==> src/rtl/lsu_pkg.sv <==
// Shared encodings for the load/store unit: funct3 codes, FSM states and the
// request fault check used at acceptance time.
package lsu_pkg;

    localparam logic [2:0] F3_B  = 3'b000;
    localparam logic [2:0] F3_H  = 3'b001;
    localparam logic [2:0] F3_W  = 3'b010;
    localparam logic [2:0] F3_BU = 3'b100;
    localparam logic [2:0] F3_HU = 3'b101;

    localparam int unsigned LSU_MEM_WORDS = 1024;

    typedef enum logic [2:0] {
        ST_IDLE   = 3'd0,
        ST_LOAD   = 3'd1,
        ST_RMW_RD = 3'd2,
        ST_WRITE  = 3'd3,
        ST_RESP   = 3'd4
    } lsu_state_t;

    // Misalignment, illegal width encoding (BU/HU are load-only) or word index past the memory.
    function automatic logic is_fault(input logic        we,
                                      input logic [2:0]  funct3,
                                      input logic [31:0] addr,
                                      input int unsigned mem_words = LSU_MEM_WORDS);
        logic bad;
        bad = 1'b0;
        case (funct3)
            F3_B:    bad = 1'b0;
            F3_H:    bad = addr[0];
            F3_W:    bad = |addr[1:0];
            F3_BU:   bad = we;
            F3_HU:   bad = we | addr[0];
            default: bad = 1'b1;
        endcase
        if ({2'b00, addr[31:2]} >= mem_words) begin
            bad = 1'b1;
        end
        return bad;
    endfunction

endpackage

==> src/rtl/lsu_lane.sv <==
// Byte/half lane steering: extends load data out of a memory word and merges store data into one.
// Purely combinational, no latency, no flow control.
// Backpressure: none.
module lsu_lane
    import lsu_pkg::*;
(
    input  logic [31:0] word,
    input  logic [31:0] wdata,
    input  logic [1:0]  addr_lo,
    input  logic [2:0]  funct3,
    output logic [31:0] load_data,
    output logic [31:0] store_word
);

    function automatic logic [31:0] extract(input logic [31:0] w,
                                            input logic [1:0]  a,
                                            input logic [2:0]  f3);
        logic [7:0]  b;
        logic [15:0] h;
        logic [31:0] r;
        b = w[{a, 3'b000} +: 8];
        h = w[{a[1], 4'b0000} +: 16];
        case (f3)
            F3_B:    r = {{24{b[7]}}, b};
            F3_H:    r = {{16{h[15]}}, h};
            F3_BU:   r = {24'h0, b};
            F3_HU:   r = {16'h0, h};
            default: r = w;
        endcase
        return r;
    endfunction

    function automatic logic [31:0] merge(input logic [31:0] w,
                                          input logic [31:0] wd,
                                          input logic [1:0]  a,
                                          input logic [2:0]  f3);
        logic [31:0] r;
        r = w;
        case (f3)
            F3_B:    r[{a, 3'b000} +: 8]     = wd[7:0];
            F3_H:    r[{a[1], 4'b0000} +: 16] = wd[15:0];
            default: r = wd;
        endcase
        return r;
    endfunction

    assign load_data  = extract(word, addr_lo, funct3);
    assign store_word = merge(word, wdata, addr_lo, funct3);

endmodule

==> src/rtl/load_store_unit.sv <==
// RV32I load/store initiator for a word-only data memory with combinational read.
// Latency accept->resp: fault 1, load 2, SW 2, SB/SH 3 (read-modify-write).
// Backpressure: req_ready only in IDLE; one request in flight, responses cannot be stalled.
module load_store_unit
    import lsu_pkg::*;
#(
    parameter int unsigned MEM_WORDS = 1024
) (
    input  logic        clk,
    input  logic        rst,
    input  logic        req_valid,
    output logic        req_ready,
    input  logic        req_we,
    input  logic [2:0]  req_funct3,
    input  logic [31:0] req_addr,
    input  logic [31:0] req_wdata,
    output logic        resp_valid,
    output logic [31:0] resp_rdata,
    output logic        resp_fault,
    output logic [31:0] mem_addr,
    output logic [31:0] mem_wdata,
    output logic        mem_we,
    input  logic [31:0] mem_rdata
);

    lsu_state_t  state, state_nxt;
    logic        we_q;
    logic [2:0]  funct3_q;
    logic [31:0] addr_q;
    logic [31:0] wdata_q;
    logic [31:0] merge_q;
    logic [31:0] rdata_q;
    logic        fault_q;
    logic        req_bad;
    logic [31:0] lane_load;
    logic [31:0] lane_store;

    assign req_bad = is_fault(req_we, req_funct3, req_addr, MEM_WORDS);

    lsu_lane u_lane (
        .word       (mem_rdata),
        .wdata      (wdata_q),
        .addr_lo    (addr_q[1:0]),
        .funct3     (funct3_q),
        .load_data  (lane_load),
        .store_word (lane_store)
    );

    always_ff @(posedge clk) begin
        if (!rst) begin
            state <= ST_IDLE;
        end else begin
            state <= state_nxt;
        end
    end

    always_comb begin
        state_nxt = state;
        case (state)
            ST_IDLE: begin
                if (req_valid) begin
                    if (req_bad)                 state_nxt = ST_RESP;
                    else if (!req_we)            state_nxt = ST_LOAD;
                    else if (req_funct3 == F3_W) state_nxt = ST_WRITE;
                    else                         state_nxt = ST_RMW_RD;
                end
            end
            ST_LOAD:   state_nxt = ST_RESP;
            ST_RMW_RD: state_nxt = ST_WRITE;
            ST_WRITE:  state_nxt = ST_RESP;
            ST_RESP:   state_nxt = ST_IDLE;
            default:   state_nxt = ST_IDLE;
        endcase
    end

    // Response registers only change on the edge entering RESP, so they hold between responses.
    always_ff @(posedge clk) begin
        if (!rst) begin
            we_q     <= 1'b0;
            funct3_q <= 3'b000;
            addr_q   <= 32'h0;
            wdata_q  <= 32'h0;
            merge_q  <= 32'h0;
            rdata_q  <= 32'h0;
            fault_q  <= 1'b0;
        end else begin
            case (state)
                ST_IDLE: begin
                    if (req_valid) begin
                        we_q     <= req_we;
                        funct3_q <= req_funct3;
                        addr_q   <= req_addr;
                        wdata_q  <= req_wdata;
                        if (req_we) merge_q <= req_wdata;
                        if (req_bad) begin
                            rdata_q <= 32'h0;
                            fault_q <= 1'b1;
                        end
                    end
                end
                ST_LOAD: begin
                    rdata_q <= lane_load;
                    fault_q <= 1'b0;
                end
                ST_RMW_RD: merge_q <= lane_store;
                ST_WRITE: begin
                    rdata_q <= 32'h0;
                    fault_q <= 1'b0;
                end
                default: ;
            endcase
        end
    end

    assign req_ready  = rst && (state == ST_IDLE);
    assign resp_valid = rst && (state == ST_RESP);
    assign resp_rdata = rdata_q;
    assign resp_fault = fault_q;
    assign mem_addr   = {addr_q[31:2], 2'b00};
    assign mem_wdata  = merge_q;
    assign mem_we     = rst && we_q && (state == ST_WRITE);

endmodule
==> config.mk <==
export PLATFORM = sky130hd
export DESIGN_NAME = load_store_unit
export DESIGN_NICKNAME = d
export VERILOG_FILES = /design/src/rtl/lsu_pkg.sv /design/src/rtl/lsu_lane.sv /design/src/rtl/load_store_unit.sv
export SDC_FILE = /design/constraint.sdc
export NUM_CORES = 1
export LEC_CHECK = 0
export CAP_MARGIN = 40
export CORE_MARGIN = 2
export CORE_UTILIZATION = 48
export DETAILED_ROUTE_END_ITERATION = 6
export PLACE_DENSITY_LB_ADDON = 0.08
export SYNTH_ARGS = -nofsm -noshare
export SYNTH_HDL_FRONTEND = slang
export SYNTH_SLANG_ARGS = --single-unit
==> constraint.sdc <==
create_clock -name clk -period 2.5 [get_ports clk]
set_input_delay 0.75 -clock clk [delete_from_list [all_inputs] [get_ports clk]]
set_output_delay 0.75 -clock clk [all_outputs]
set_load 0.02 [all_outputs]
After elaboration in Yosys (flattened, before gate mapping) --
Index checks and enable logic that the tools add are counted.
Storage, ports and cells: logic and storage cells 68, output and inout port bits 100, bits in registers 136
Cells by class: reduce and logical (&&, ||, !) cells 16, $lt $le $gt $ge 1, shift operators 6, equal/unequal tests 14, $add $sub $neg 2, mux-type cells 20, bitwise logic cells 1
Operators with widths (count):
- 2-to-1 mux 32 bit | 4
- case mux 32 bit (2 select lines) | 2
- case mux 32 bit (4 select lines) | 1
- case mux 32 bit (3 select lines) | 1
- bitwise mux 32 bit | 2
- variable shift 16 x 7 -> 32 bit, first input constant | 1
- variable shift 8 x 7 -> 32 bit, first input constant | 1
- variable part select 16 x 7 -> 32 bit | 1
- variable part select 32 x 6 -> 16 bit | 1
- variable part select 32 x 6 -> 8 bit | 1
- variable part select 8 x 7 -> 32 bit | 1
- greater-or-equal comparator 30 x 11 -> 1 bit, second input constant | 1
- == test 3 bit, second input constant | 5
- negation 5 -> 7 bit | 2
- == test 3 x 1 -> 1 bit, second input constant | 3
- == test 3 x 2 -> 1 bit, second input constant | 3
- zero test 3 bit | 3
- case mux 3 bit (3 select lines) | 1
- AND reduction 3 bit | 3
- 2-to-1 mux 3 bit | 2
- != test 2 bit, second input constant | 3
- case mux 1 bit (5 select lines) | 1
- logical AND 1 bit | 4
- 2-to-1 mux 1 bit | 4
- 7 further kinds | 9

Logic depth before layout (Yosys ltp) --
Gate-level depths: netlist of run 1.
depth in word-level cells 6, depth in mapped cells 8

Cells and area by module --
From an unflattened synthesis of run 1, not the netlist that was laid out.
Unflattened totals: cells, all modules 1024, area, all modules 7907.6 sq um
By module, submodules not included:
- load_store_unit | area an instance 5965.7 sq um, times used 1, cells an instance 734
- lsu_lane | area an instance 1941.9 sq um, times used 1, cells an instance 290

Worst setup path after synthesis of run 1 --
No wires, ideal clock.
path kind input port to output port, from input rst, to output resp_valid, path buffers 3, arrival time 2.059 ns, stages on the path 5, setup slack -0.309 ns, data required time 1.750 ns, cells stage by stage clkbuf_1 clkbuf_1 clkbuf_1 nand2_1 nor3_1
On the way: word-level cells in the longest chain between the ends 1
Ends and longest elaborated chain:
- start: declaration | RTL line load_store_unit.sv:10 | input logic rst,
- logical AND 1 bit | RTL line load_store_unit.sv:116 | assign resp_valid = rst && (state == ST_RESP);
- end: declaration | RTL line load_store_unit.sv:17 | output logic resp_valid,
No other way between the ends.

Final worst setup path of run 1 --
from register state[2], to output mem_we
On the way: word-level cells in the longest chain between the ends 2
Ends and longest elaborated chain:
- start: declaration | RTL line load_store_unit.sv:26 | lsu_state_t state, state_nxt;
- start signal: assignment | RTL line load_store_unit.sv:53 | state <= state_nxt;
- == test 3 x 2 -> 1 bit | RTL line load_store_unit.sv:121 | assign mem_we = rst && we_q && (state == ST_WRITE);
- logical AND 1 bit | RTL line load_store_unit.sv:121
- end: declaration | RTL line load_store_unit.sv:22 | output logic mem_we,
No other way between the ends.

==> results.md, run 1 <==
- Outcome: complete, no violations
- Metal3 WL: between 1.5 and 2 mm
- Vias: between 6000 and 7000
- Postcts setup bufs: 0
- Die Wd: ~130 µm
- Setup TNS: 0 ns
- Final wirelength: 21.57 mm
- Synth Area in Simple Gates: a little over a fifth
- Fillers: approximately 1300
- Post-synth ARST share: 0%
- GP Congestion: approximately 0.9
- Reg-to-reg setup timing slack: between 0.2 and 0.3 ns
- Synth Instances: between 800 and 900
- Total Power: 5.976 mW
- Synth Area in Adders: less than 1%
- Synth unique cells: 57
- Reg power frac: about two fifths
- Routed len/inst: around 18 µm
- First drt pass iteration count: 7
- Final min period: approximately 2.3 ns
- Layout cells sized above 1: 9.747%
- Internal: 4.434 mW
- Global-route wire length before repair: ~34 mm
- Max FO, Critical Path: 6
- Area contributors post-synth: dfxtp_1 39%, nand2_1 11%, a21boi_0 7.3%, o211ai_1 4.9%, buf_4 3.9%
- Count leader, synth: nand2_1
- DR vias/cell: 5.691
- Max Used Layer: met4
- Register area share after synthesis: 38.71%
- N_diodes: 0
- Sw Pwr: roughly 1.5 mW
- Remaining antenna violation count: 0
- All-Layer GR Usage: between 20% and 30%
- Actual slew at the worst max-slew pin: between 0.7 and 0.8 ns
- Rows: 44
- Buf/Inv on CP: 1
- # DRC: 0
- Die span in y: approximately 130 µm
- Clk sink count: 136
- Vias in the first global route: 6199
- Switching part of the total power: ~26%
- Area occupied by registers: 0.002725 mm²
- CP Class: flip-flop to output port
- GRT Residual Overflow: 0
- IO Port Bufs: 200
- Layout Nets: between 1000 and 1500
- Inserted Clock Buffers: 17
- Met2 Wirelength: 9.542 mm
- Crit-path leading delay family: flip-flops
- Critical Path Max Stage Delay: around 0.43 ns
- H-tree depth: 4
- F_max: between 400 and 500 MHz
- Clk pin slew, worst setup/hold paths: 0.06 ns
- IR drop worst, VDD: approximately 400 µV
- CP required: between 1.5 and 2 ns
- Combinational share of power: between 10% and 20%
- Initial Utilization: between 40% and 50%
- Layout Skew: 0.005812 ns
- Multi-input gate area: approximately 0.0037 mm²
- Post-synth EDFFs: 0
- Post-DP HPWL: 15.38 mm
- Initial DRC count: 679
- Crit-path slowest cell: dfxtp_1
- Initial antenna violation count: 0
- Pin count of the biggest net entering global routing: 71
- Root Buffer: clkbuf_16
- Crit share post-route: 92.62%
- Final hold violation count: 0
- Cell taking the most area after synthesis: dfxtp_1
- Synth Area in Compound Gates: between 20% and 30%
- Clock share of power: 45.3%
- Cts hold-fix bufs: 0
- Crit start category: flip-flop
- CP endpoint kind: output port
- XOR/XNOR Fraction of Synth Area: 0%
- Pwr dens: between 600 and 700 mW/mm²
- CORE AREA: about 0.014 mm²
- Leak: about 3.5 nW
- Util after Layout: between 60% and 70%
- RSZ-0062 raised after global routing: no
- Setup Viol. Count Final: 0
- Max Cap Viol: 0
- Commonest cells post-synth: 207 x nand2_1, 136 x dfxtp_1, 68 x a21boi_0
- CTS tree: yes
- Clk buf depth: 2
- Layout Area Growth over Synthesis: 37.89%
- Mean Syn Cell Area: 8.189 µm²
- Largest family of logic cells by synthesized area: compound AO/OA/AOI/OAI gates
- Max Slew Vio Count: 0
- Post-Route M1 WL: roughly 10 mm
- Worst-path cell chain: and3b_1 -> and3_1 -> dlygate4sd2_1
- Crit path DAT: ~1.6 ns
- Yosys reg bits: around 140
- Top_reg_cell synth: dfxtp_1
- Synth top area share: 38.71%
- Num ports: between 200 and 250
- Synth warn: 0
- Slew HR: 49.46%
- Post-synthesis mux area share: about 1.8%
- Type of the worst min-delay path: flip-flop to flip-flop
- Worst-Skew Late Latency: 0.43 ns
- Synthesized area: ~0.0070 mm²
- Total die area: between 0.015 and 0.02 mm²
-- power by group through the flow --
| stage | Sequential (mW) | Combinational, mW | Clock (mW) |
|---|---|---|---|
| after floorplan | 2.40 | 0.473 | 0 |
| after global placement | 2.39 | 0.910 | 0 |
| after detailed placement | 2.39 | 0.915 | 0 |
| after CTS | 2.34 | 0.919 | 2.74 |
| after global routing | 2.36 | 0.998 | 2.83 |
| final | 2.35 | 0.925 | 2.71 |
-- path summary, 6_finish.rpt --
| path | from | to | cells past startpoint |
|---|---|---|---|
| max reg2reg | addr_q[1] | mem_wdata[11] | 6 |
| min | resp_rdata[14] | resp_rdata[14] | 2 |
| max | state[2] | mem_we | 3 |
| min reg2reg | resp_rdata[14] | resp_rdata[14] | 2 |
-- worst min-delay path, delay by kind of cell, from the launching register on --
family	cells	cell delay (ns)
AOI/OAI and AO/OA	1	0.05
and+or+nand+nor	1	0.05
DFF	1	0.31
-- placed cells by master, fill, tap and decap left out, types with 14 or more instances in the layout --
cell type and instances:
o211ai_1 46, a21boi_0 68, dfxtp_1 134, clkdlybuf4s50_1 196, nand2_1 206, o21ai_1 33
buf_4 31, a31oi_1 17, nor2_1 18, nand3_1 19, clkbuf_16 17, o21ai_0 32
nor2b_1 14
-- layer usage --
layer  track usage (%)  up-vias
li1                  -     3352
met1             39.59     3238
met2             40.51      268
met3             5.092       28
met4             8.301        0
met5                 0        -
-- cell type report --
type | instances | area share [%]
clock buffer | 20 | 4.812
clock inverter | 12 | 1.767
inverter | 10 | 0.3870
multi-input combinational | 612 | 38.39
sequential | 136 | 28.10
tap | 184 | 2.374
timing repair buffer | 236 | 24.17
-- sequential cells by signal, indices dropped and copies added (netlist names) --
signal,cells
addr_q,32
funct3_q,3
mem_wdata,32
resp_fault,1
resp_rdata,32
state,3
wdata_q,32
we_q,1
-- stage by stage --
stage	hold slack [ns]	instance area, µm²	cells	setup WS (ns)
4_1_cts	0.4543	9697	1210	0.02671
5_1_grt	0.4673	9699	1210	0.08261
3_5_place_dp	0.4469	9059	1178	-0.07675
6_report	0.4513	9699	1210	0.1845
2_1_floorplan	0.4392	7052	860	0.05893
3_3_place_gp	0.4356	9059	1178	-0.07891
-- logic make-up after synthesis --
family,count (synthesis)
AO/OA/AOI/OAI,272
adder cells (fa/ha/maj),5
flip-flops,136
buffers and inverters,112
multiplexers,13
AND/OR/NAND/NOR,320
other,1
-- repair_timing --
action,4_1_cts,5_1_grt
resized for setup,4,1
pin swaps,0,0
endpoints found under the setup margin,2,1
Power figures use the tool's default switching activity.
==> run 2, diff against run 1 <==
CAP_MARGIN = 20   (was 40)
SETUP_SLACK_MARGIN = 0.4   (was default)
==> run 2 against run 1 <==
Sequential cell count stayed put. Combinational power is 0.6% lower. Wire length is 0.64% higher.
==> results.md, run 2 (synthesis results as in run 1) <==
- Outcome: complete, no violations
- Cell mode on critical path: buf_6
- GRT Residual Overflow: 0
- RSZ-0062 raised after global routing: no
- Post-DP HPWL: roughly 15 mm
- Total die area: 0.01564 mm²
- Actual slew at the worst max-slew pin: roughly 0.85 ns
- Critical Path Max Stage Delay: approximately 0.18 ns
- Pwr dens: approximately 580 mW/mm²
- N_diodes: 0
- Initial antenna violation count: 0
- Num ports: a little over 200
- Die span in y: between 100 and 150 µm
- Max Cap Viol: 0
- Buf/Inv on CP: 2
- Crit-path leading delay family: simple AND/OR/NAND/NOR gates
- Clk pin slew, worst setup/hold paths: roughly 0.050 ns
- Worst-path cell chain: buf_6 -> and3b_1 -> and3_4 -> buf_6
- Layout Skew: 0.007133 ns
- Global-route wire length before repair: about 34 mm
- Clk sink count: approximately 140
- Cts hold-fix bufs: 0
- Max FO, Critical Path: 6
- First drt pass iteration count: 6
- Max Slew Vio Count: 0
- Finished Layout Cells: 1222
- Layout cells sized above 1: around an eighth
- CP required: approximately 1.8 ns
- Inserted Clock Buffers: 17
- Crit-path slowest cell: and3b_1
- Area occupied by registers: 0.002733 mm²
- CORE AREA: roughly 0.014 mm²
- Crit start category: input pin
- Initial Utilization: about half
- Crit share post-route: 83.65%
- CTS tree: yes
- Vias: 6920
- Slew HR: around 44%
- Most frequent cells in the layout: 205 x nand2_1, 132 x dfxtp_1, 103 x dlygate4sd2_1
- H-tree depth: 4
- Setup Viol. Count Final: 0
- Layout Nets: 1135
- Final hold violation count: 0
- Leak: roughly 4.1 nW
- All-Layer GR Usage: 27.20%
- Rows: 44
- Pin count of the biggest net entering global routing: a little under 100
- CP Class: input pin to output port
- Worst-Skew Late Latency: around 0.42 ns
- DR vias/cell: between 5 and 6
- Crit path DAT: approximately 1.3 ns
- IO Port Bufs: 200
- Root Buffer: clkbuf_16
- Placed insts: between 1000 and 1500
- Fillers: 1313
- Vias in the first global route: about 6400
- Routed len/inst: 17.77 µm
- Commonest non-fill, non-tap cell in the layout: nand2_1
- Total Power: about 5.6 mW
- Remaining antenna violation count: 0
- Clk buf depth: 2
- Die Wd: 125.1 µm
- # DRC: 0
- Layout Area Growth over Synthesis: 38.62%
- Final wirelength: 21.71 mm
- Final min period: approximately 2.1 ns
- Multi-input gate area: 0.003814 mm²
- F_max: approximately 480 MHz
- Initial DRC count: 598
- CP endpoint kind: output port
- IR drop worst, VDD: slightly above 500 µV
- Type of the worst min-delay path: flip-flop to flip-flop
- GP Congestion: around 0.92
-- run 2: changes by cell type in the layout (fill, tap and decap cells not counted), moves of 3 or more --
| cell | change |
|---|---|
| clkdlybuf4s50_1 | -117 |
| dlygate4sd2_1 | +101 |
| dlymetal6s2s_1 | +11 |
| buf_4 | +10 |
| nor4_1 | -6 |
| nor4_2 | +4 |
| buf_6 | +3 |
| bufinv_16 | -3 |
-- run 2: routing by layer --
layer / global-route usage, % / part of all wire, %
met5: 0 / 0
met4: 9.804 / 2.1
met3: 5.905 / 8.2
met2: 39.71 / 43
met1: 39.50 / 47
-- run 2: report_power, final --
group,leakage (nW),switching [mW],internal [mW],total (mW)
sequential,1.11,0.0781,2.26,2.34
clock,0.270,0.927,1.45,2.38
combinational,2.70,0.514,0.405,0.919
total,4.08,1.52,4.12,5.64
-- run 2: repair_timing --
item | CTS | global route
endpoints found under the setup margin | 131 | 48
gates resized for setup | 127 | 33
pin swaps | 5 | 10
buffers inserted | 6 | 1
gates cloned | 2 | 0
-- run 2: worst reg2reg max path: stages (launching register included) --
cell and delay (ns):
dfxtp_4 0.36, buf_4 0.16, or3b_2 0.64, buf_4 0.26, a221oi_2 0.20, o211a_1 0.18, o21ai_1 0.07
-- run 2: final timing paths --
check	startpoint	endpoint	slack, ns	cells after the start
worst max register to register	state[2]	mem_wdata[30]	0.51	6
worst min-delay path	resp_rdata[6]	resp_rdata[6]	0.45	2
worst min register to register	resp_rdata[6]	resp_rdata[6]	0.45	2
worst max-delay path	rst	mem_we	0.41	4
-- run 2: area by class of cell --
cell class | instances | share of cell area (%)
clock inverter | 8 | 0.7443
sequential | 136 | 28.03
clock buffer | 22 | 4.966
multi-input combinational | 612 | 39.11
inverter | 10 | 0.3850
tap | 184 | 2.361
timing repair buffer | 250 | 24.41
-- run 2: per-stage QoR --
step	worst slack (ns)	TNS, ns	area [µm²]	hold slack (ns)	utilization [%]
3_3_place_gp	-0.1676	-4.619	9109	0.4361	63.15
2_1_floorplan	0.2837	0	7092	0.4392	-
5_1_grt	0.3949	0	9751	0.4665	67.60
3_5_place_dp	-0.1956	-5.162	9109	0.4452	63.15
6_report	0.4087	0	9751	0.4478	67.60
4_1_cts	0.3550	0	9671	0.4505	67.05
